==> src/rtl/bcd_msg_loader_pkg.sv <==
// Shared types and constants for the BCD message loader: state encoding,
// message geometry and the debounce-length calculation.
package bcd_msg_loader_pkg;

    typedef enum logic [1:0] {
        ST_EMPTY = 2'd0,
        ST_ENTRY = 2'd1,
        ST_FULL  = 2'd2
    } state_e;

    localparam int BCD_MAX = 9;
    localparam int MSG_W   = 32;
    localparam int DIGIT_W = 4;

    function automatic int db_cycles(input int clk_hz, input int debounce_ms);
        return clk_hz / 1000 * debounce_ms;
    endfunction

endpackage

==> src/rtl/bcd_msg_loader_debounce.sv <==
// Push-button conditioning: 2-flop synchronizer, stable-time debouncer and
// a one-cycle press strobe on the rising edge of the debounced level.
module btn_debounce #(
    parameter int DB_CYC = 8
) (
    input  logic clk,
    input  logic rst_n,
    input  logic btn_i,
    output logic press_o
);
    localparam int CNT_W = (DB_CYC < 1) ? 1 : $clog2(DB_CYC + 1);
    localparam logic [CNT_W-1:0] CNT_LAST = CNT_W'(DB_CYC - 1);

    logic [1:0]       sync_q;
    logic [CNT_W-1:0] cnt_q;
    logic             level_q;
    logic             level_prev_q;
    logic             armed_q;
    logic             press_q;
    logic             btn_s;

    assign btn_s   = sync_q[1];
    assign press_o = press_q;

    // After reset the button must be seen released for DB_CYC cycles before
    // presses are honoured, so a button held through reset cannot fire.
    always_ff @(posedge clk or negedge rst_n) begin
        if (!rst_n) begin
            sync_q       <= '0;
            cnt_q        <= '0;
            level_q      <= 1'b0;
            level_prev_q <= 1'b0;
            armed_q      <= 1'b0;
            press_q      <= 1'b0;
        end else begin
            sync_q       <= {sync_q[0], btn_i};
            level_prev_q <= level_q;
            press_q      <= level_q & ~level_prev_q;
            if (!armed_q) begin
                if (btn_s) begin
                    cnt_q <= '0;
                end else if (cnt_q == CNT_LAST) begin
                    armed_q <= 1'b1;
                    cnt_q   <= '0;
                end else begin
                    cnt_q <= cnt_q + CNT_W'(1);
                end
            end else if (btn_s == level_q) begin
                cnt_q <= '0;
            end else if (cnt_q == CNT_LAST) begin
                level_q <= btn_s;
                cnt_q   <= '0;
            end else begin
                cnt_q <= cnt_q + CNT_W'(1);
            end
        end
    end

endmodule

==> src/rtl/bcd_msg_loader.sv <==
// Captures an 8-digit BCD message from switches and buttons into a packed
// 32-bit word, newest digit in the low nibble; flags a full message.
module bcd_msg_loader
    import bcd_msg_loader_pkg::*;
#(
    parameter int CLK_HZ      = 100_000_000,
    parameter int DEBOUNCE_MS = 20,
    parameter int NUM_DIGITS  = 8
) (
    input  logic             clk,
    input  logic             rst_n,
    input  logic [3:0]       sw_digit,
    input  logic             btn_enter,
    input  logic             btn_back,
    input  logic             btn_clear,
    output logic [MSG_W-1:0] msg_array,
    output logic [3:0]       digit_count,
    output logic             msg_valid,
    output logic             load_pulse,
    output logic             digit_err
);
    localparam int DB_CYC = db_cycles(CLK_HZ, DEBOUNCE_MS);
    localparam logic [3:0] FULL_CNT = 4'(NUM_DIGITS);

    // Index 0 = enter, 1 = back, 2 = clear
    logic [2:0]         btn_raw;
    logic [2:0]         press_w;
    logic [DIGIT_W-1:0] sw_sync1_q;
    logic [DIGIT_W-1:0] sw_sync2_q;
    state_e             state_q;
    logic [MSG_W-1:0]   msg_q;
    logic [3:0]         count_q;
    logic               valid_q;
    logic               load_q;
    logic               err_q;

    assign btn_raw = {btn_clear, btn_back, btn_enter};

    generate
        for (genvar gi = 0; gi < 3; gi++) begin : g_btn
            btn_debounce #(.DB_CYC(DB_CYC)) u_db (
                .clk     (clk),
                .rst_n   (rst_n),
                .btn_i   (btn_raw[gi]),
                .press_o (press_w[gi])
            );
        end
    endgenerate

    always_ff @(posedge clk or negedge rst_n) begin
        if (!rst_n) begin
            sw_sync1_q <= '0;
            sw_sync2_q <= '0;
        end else begin
            sw_sync1_q <= sw_digit;
            sw_sync2_q <= sw_sync1_q;
        end
    end

    // Strobe priority: clear over back over enter; losers are dropped.
    always_ff @(posedge clk or negedge rst_n) begin
        if (!rst_n) begin
            state_q <= ST_EMPTY;
            msg_q   <= '0;
            count_q <= '0;
            valid_q <= 1'b0;
            load_q  <= 1'b0;
            err_q   <= 1'b0;
        end else begin
            load_q <= 1'b0;
            err_q  <= 1'b0;
            if (press_w[2]) begin
                state_q <= ST_EMPTY;
                msg_q   <= '0;
                count_q <= '0;
                valid_q <= 1'b0;
            end else if (press_w[1]) begin
                if (state_q != ST_EMPTY) begin
                    msg_q   <= {{DIGIT_W{1'b0}}, msg_q[MSG_W-1:DIGIT_W]};
                    count_q <= count_q - 4'd1;
                    valid_q <= 1'b0;
                    state_q <= (count_q == 4'd1) ? ST_EMPTY : ST_ENTRY;
                end
            end else if (press_w[0]) begin
                if (sw_sync2_q > DIGIT_W'(BCD_MAX)) begin
                    err_q <= 1'b1;
                end else if (state_q != ST_FULL) begin
                    msg_q   <= {msg_q[MSG_W-DIGIT_W-1:0], sw_sync2_q};
                    count_q <= count_q + 4'd1;
                    if (count_q == FULL_CNT - 4'd1) begin
                        state_q <= ST_FULL;
                        valid_q <= 1'b1;
                        load_q  <= 1'b1;
                    end else begin
                        state_q <= ST_ENTRY;
                    end
                end
            end
        end
    end

    assign msg_array   = msg_q;
    assign digit_count = count_q;
    assign msg_valid   = valid_q;
    assign load_pulse  = load_q;
    assign digit_err   = err_q;

endmodule

==> config.mk <==
export PLATFORM = sky130hd
export DESIGN_NAME = bcd_msg_loader
export DESIGN_NICKNAME = d
export VERILOG_FILES = /design/src/rtl/bcd_msg_loader_pkg.sv /design/src/rtl/bcd_msg_loader_debounce.sv /design/src/rtl/bcd_msg_loader.sv
export SDC_FILE = /design/constraint.sdc
export NUM_CORES = 1
export LEC_CHECK = 0
export CORE_ASPECT_RATIO = 0.5
export CORE_UTILIZATION = 45
export CTS_CLUSTER_DIAMETER = 60
export DETAILED_ROUTE_END_ITERATION = 16
export PLACE_DENSITY = 0.66
export REMOVE_ABC_BUFFERS = 1
export SYNTH_ARGS = -nofsm -noshare
export SYNTH_HDL_FRONTEND = slang
export SYNTH_SLANG_ARGS = --single-unit
==> constraint.sdc <==
create_clock -name clk -period 2.6 [get_ports clk]
set_input_delay 0.39 -clock clk [delete_from_list [all_inputs] [get_ports clk]]
set_output_delay 0.39 -clock clk [all_outputs]
set_load 0.02 [all_outputs]
# Word level (Yosys, flattened, before mapping)
# Cells that the tools add are included.
# totals
word_cells,119
output_inout_bits,39
ff_bits,130
inputBits,9
# op_classes
n_lt_le_gt_ge,1
add_sub_neg,5
muxes,58
n_eq_ne,11
reduce_logical,9
bitwise_logic,9
# ops
op,n
2-to-1 mux 21 bit,12
2-to-1 mux 32 bit,6
adder 21 x 1 -> 21 bit (second input constant),3
== test 21 bit (second input constant),3
2-to-1 mux 1 bit,27
2-to-1 mux 4 bit,6
2-to-1 mux 2 bit,7
AND reduction 3 bit,3
nonzero test 3 bit,3
NOT 1 bit,6
AND reduction 5 bit,1
adder 4 x 1 -> 4 bit (second input constant),1
== test 4 x 1 -> 1 bit (second input constant),1
== test 4 x 3 -> 1 bit (second input constant),1
greater-than comparator 4 bit (second input constant),1
AND reduction 4 bit,1
subtractor 4 x 1 -> 4 bit (second input constant),1
AND 1 bit,3
== test 1 bit,3
!= test 3 x 1 -> 1 bit (second input constant),1
!= test 3 x 2 -> 1 bit (second input constant),1
!= test 2 bit (second input constant),1
nonzero test 2 bit,1

# Depth between registers and ports, before layout
# depth
depth_word,7
depth_mapped,6
depth_no_buf,6

# Cells and area by module
# From an unflattened synthesis, not the netlist that was laid out.
# unflattened
hier_cells,576
hier_area_um2,6040.8
# by_module_without_submodules
module,cells_each,area_per_inst_um2,seq_area_each_um2,instances
btn_debounce at g_btn[0].u_db ...,123,1273.7,675.6,2
bcd_msg_loader,204,2193.4,1226.2,1
btn_debounce at g_btn[2].u_db,126,1300.0,675.6,1

# Worst setup path before layout
# No wires, ideal clock.
# synth_timing
path_type,register to register
start,register g_btn[0].u_db.cnt_q[0]
end,register g_btn[0].u_db.level_q
setup_time_ps,125
slack_ps,563
required_time_ps,2475
stages_incl_launch_ff,6
path_buffers,0
t_arrival_ps,1912
period_less_slack_ps,2037
cell_sequence,dfrtp_1 > ha_1 > nand4_2 > or4_4 > or3_1 > mux2_4
# synth_via
elab_chain_cells,2
# synth_rtl
item,line,source
start: declaration,bcd_msg_loader_debounce.sv:15,logic [CNT_W-1:0] cnt_q;
start signal: assignment,bcd_msg_loader_debounce.sv:46,cnt_q <= cnt_q + CNT_W'(1);
start signal: assignment,bcd_msg_loader_debounce.sv:54,cnt_q <= cnt_q + CNT_W'(1);
== test 21 bit,bcd_msg_loader_debounce.sv:50,end else if (cnt_q == CNT_LAST) begin
AND reduction 3 bit (no line),-,
end signal: assignment,bcd_msg_loader_debounce.sv:51,level_q <= btn_s;
end: declaration,bcd_msg_loader_debounce.sv:16,logic level_q;
# No other way between the ends.
# A chain may end at the register's enable or synchronous reset.

# Final worst setup path
# Same ends and word-level chain as after synthesis.

==> results_dict.tcl <==
set metrics [dict create \
    post-dp-hpwl_um 7707 \
    p_comb_share_pct 2.3 \
    crit_slowest_cell "or4_4" \
    vias 4508 \
    pwr-share-seq_pct 42.9 \
    met1Wirelength_um 5966 \
    ys_seq_elements 130 \
    yosysSeqAreaShare_pct 55.07 \
    status "completed" \
    grt_max_degree 46 \
    path_max_fanout 5 \
    whs_path_depth 0 \
    timing.rr.start "g_btn[0].u_db.cnt_q[0]" \
    final_area_sq_mm 0.007269 \
    cts_tree "yes" \
    skew_ns 0.01002 \
    yosysWarnings 0 \
    syn_area_sq_mm 0.005907 \
    internal_power_mw 3.795 \
    drive_gt1_share_pct 13.05 \
    ioPinCount 48 \
    critPathRequiredTime_ns 2.89 \
    rows 29 \
    place_area_sq_mm 0.006603 \
    area_growth_syn_to_layout_pct 23.07 \
    pre_cts_ws_ns 0.4551 \
    ant_nets 0 \
    cellLeakagePower_nw 3.044 \
    fill_cells 1085 \
    p_total_mw 4.805 \
    cp_data_arrival_time_ns 2.46 \
    worstHoldStart "g_btn[0].u_db.sync_q[0]" \
    final-setup-viol-count 0 \
    die-area_sq_mm 0.01362 \
    postCtsSetupBuffers 0 \
    cts_buffers 17 \
    drtIter0Drc 322 \
    drtPass1Iterations 7 \
    core_area_sq_mm 0.01274 \
    nNetsFinal 638 \
    worst_pin_slew_ns 0.6100 \
    vdd_drop_max_uv 476.5 \
    grt_pass1_wl_um 20610 \
    mostFrequentLayoutCells "130 x dfrtp_1, 102 x nor2_1, 46 x clkdlybuf4s50_1, 28 x nand3_1, 28 x o221a_2" \
    fmax_ghz 0.4619 \
    diodes 0 \
    synth_ff_type "dfrtp_1" \
    top_layer_used "met4" \
    synth.distinct_cells 51 \
    relSlewSlack_pct 59.02 \
    routedWlPerCell_um 15.04 \
    avgViaCountPerCell 5.593 \
    worst_r2r_path_depth 5 \
    p_sw_share_pct 21.02 \
    htreeDepth 4 \
    crit_path_cell_trace "ha_1, nand4_2, or4_4, or3_1, mux2_4" \
    max_stage_delay_ns 0.58 \
    maxSlewViolCount 0 \
    yosysTopAreaCell "dfrtp_1" \
    ys_async_sr_fraction_pct 100.0 \
    cap_violations 0 \
    hold_path_class "flop to flop" \
    numPortBuffers 47 \
    die_y_um 83.02 \
    reg2reg_slack_ns 0.44 \
    power_density_mw_per_mm2 661.0 \
    min_to "g_btn[0].u_db.sync_q[1]" \
    instances_no_fill 806 \
    start_kind "flop" \
    dp.cells 773 \
    chipWidth_um 164.0 \
    final_hold_viol_count 0 \
    clock-sinks 130 \
    initial_utilization_pct 46.38 \
    overflow 0 \
    worstReg2RegEnd "g_btn[0].u_db.level_q" \
    path_clk_slew_ns 0.06 \
    drc_errors 0 \
    grtUsageTotal_pct 18.94 \
    worst_hold_slack_ns 0.3482 \
    gp_congestion 0.7929 \
    setup_ws_ns 0.4352 \
    route.met3.wl_um 388 \
    pwr-share-clk_pct 54.8 \
    synth_top_area_share_pct 55.07 \
    worstSetupEndpointType "flop" \
    clk_latency_ns 0.41 \
    min_period_over_period_pct 83.26 \
    fin_util_pct 57.08 \
    cts_buffer_depth 2 \
    fin_crit_ns 2.165 \
    p_sw_mw 1.010 \
    met2WireLength_um 5626 \
    synth-edff-count 0 \
    grt_antenna_before_repair 0 \
    mostFrequentLayoutCell "dfrtp_1" \
    grt_pass1_vias 4341 \
    rsz0062_at_grt "no" \
    cts-root-buf "clkbuf_16" \
    avgSynthCellArea_sq_um 10.36 \
    drt-total-wl_um 12120 \
    fin_tns_setup_ns 0 \
    crit_type "flop to flop" \
    synth_area_leaders "dfrtp_1 55%, nor2_1 6.5%, o221a_2 5.3%" \
    syn_inst 570 \
]
[flip-flops by register name (all words and copies together), names as in the netlist]
signal                   flops
g_btn.u_db.cnt_q            63
msg_array                   32
g_btn.u_db.sync_q            6
digit_count                  4
sw_sync1_q                   4
sw_sync2_q                   4
g_btn.u_db.armed_q           3
g_btn.u_db.level_prev_q      3
g_btn.u_db.level_q           3
g_btn.u_db.press_o           3
state_q                      2
digit_err                    1
load_pulse                   1
msg_valid                    1
[routing by layer]
| metal | track usage [%] | vias to the layer above |
|---|---|---|
| li1 | - | 2166 |
| met4 | 7.155 | 0 |
| met5 | 0 | - |
| met2 | 29.85 | 88 |
| met1 | 25.47 | 2238 |
| met3 | 4.346 | 16 |
[critical path: cells and delay by family (launching register included)]
kind | cells | cell delay (ns)
fa+ha+maj | 1 | 0.25
flops | 1 | 0.38
mux | 1 | 0.30
simple gates | 3 | 1.12
[synthesized netlist by cell type, types with 5 or more instances]
library cell  instances
nor4_1                8
nand3_1              28
o21ai_0              20
a21oi_1              27
dfrtp_1             130
and4_1                5
nor2_1              103
or3_1                17
o221a_2              28
nor2b_1               6
ha_1                  6
o31ai_1              11
nand2_1              23
nor4b_1               5
nand4_1              13
xor2_1               13
clkbuf_1             19
inv_1                15
xnor2_1              26
nor3_1               10
or4_1                11
[how the worst max path moves through the flow]
stage,from,end,slack [ns],depth (start not counted)
6_report,g_btn[0].u_db.cnt_q[0],g_btn[0].u_db.level_q,0.44,5
3_3_place_gp,g_btn[0].u_db.cnt_q[0],g_btn[0].u_db.level_q,0.50,5
5_1_grt,g_btn[0].u_db.cnt_q[0],g_btn[0].u_db.cnt_q[18],0.35,6
4_1_cts,g_btn[0].u_db.cnt_q[0],g_btn[0].u_db.level_q,0.44,5
2_1_floorplan,g_btn[0].u_db.cnt_q[0],g_btn[0].u_db.cnt_q[18],-0.16,5
3_5_place_dp,g_btn[0].u_db.cnt_q[0],g_btn[0].u_db.level_q,0.46,5
[area by class of cell]
class | count | area [sq um] | share of cell area [%]
Sequential cell | 130 | 3253 | 44.75
Timing Repair Buffer | 59 | 585.6 | 8.055
Clock buffer | 17 | 425.4 | 5.852
Multi-Input combinational cell | 400 | 2505 | 34.46
Inverter | 15 | 56.30 | 0.7745
Clock inverter | 15 | 231.5 | 3.184
Tap cell | 170 | 212.7 | 2.926
[what timing repair did]
item                                    CTS  global route
resized for setup                         0             0
hold buffers                              1             0
hold endpoints to repair                 30             0
endpoints found under the setup margin    0             0
[kinds of logic after synthesis]
family                   count (synthesis)  synth area share [%]
adder cells (fa/ha/maj)                  6                 1.271
AO/OA/AOI/OAI                          102                 12.94
flip-flops                             130                 55.07
multiplexers                             4                0.8260
XOR/XNOR                                39                 5.783
buffers and inverters                   40                 2.627
AND/OR/NAND/NOR                        249                 21.48
[power groups by stage]
stage                     registers, mW  logic, mW  clock network, mW
final                              2.06      0.108               2.63
after global routing               2.07      0.126               2.77
after CTS                          2.06      0.112               2.68
after detailed placement           2.10      0.111                  0
after global placement             2.10      0.109                  0
after floorplan                    2.10     0.0358                  0
(Power assumes the default switching activity.)
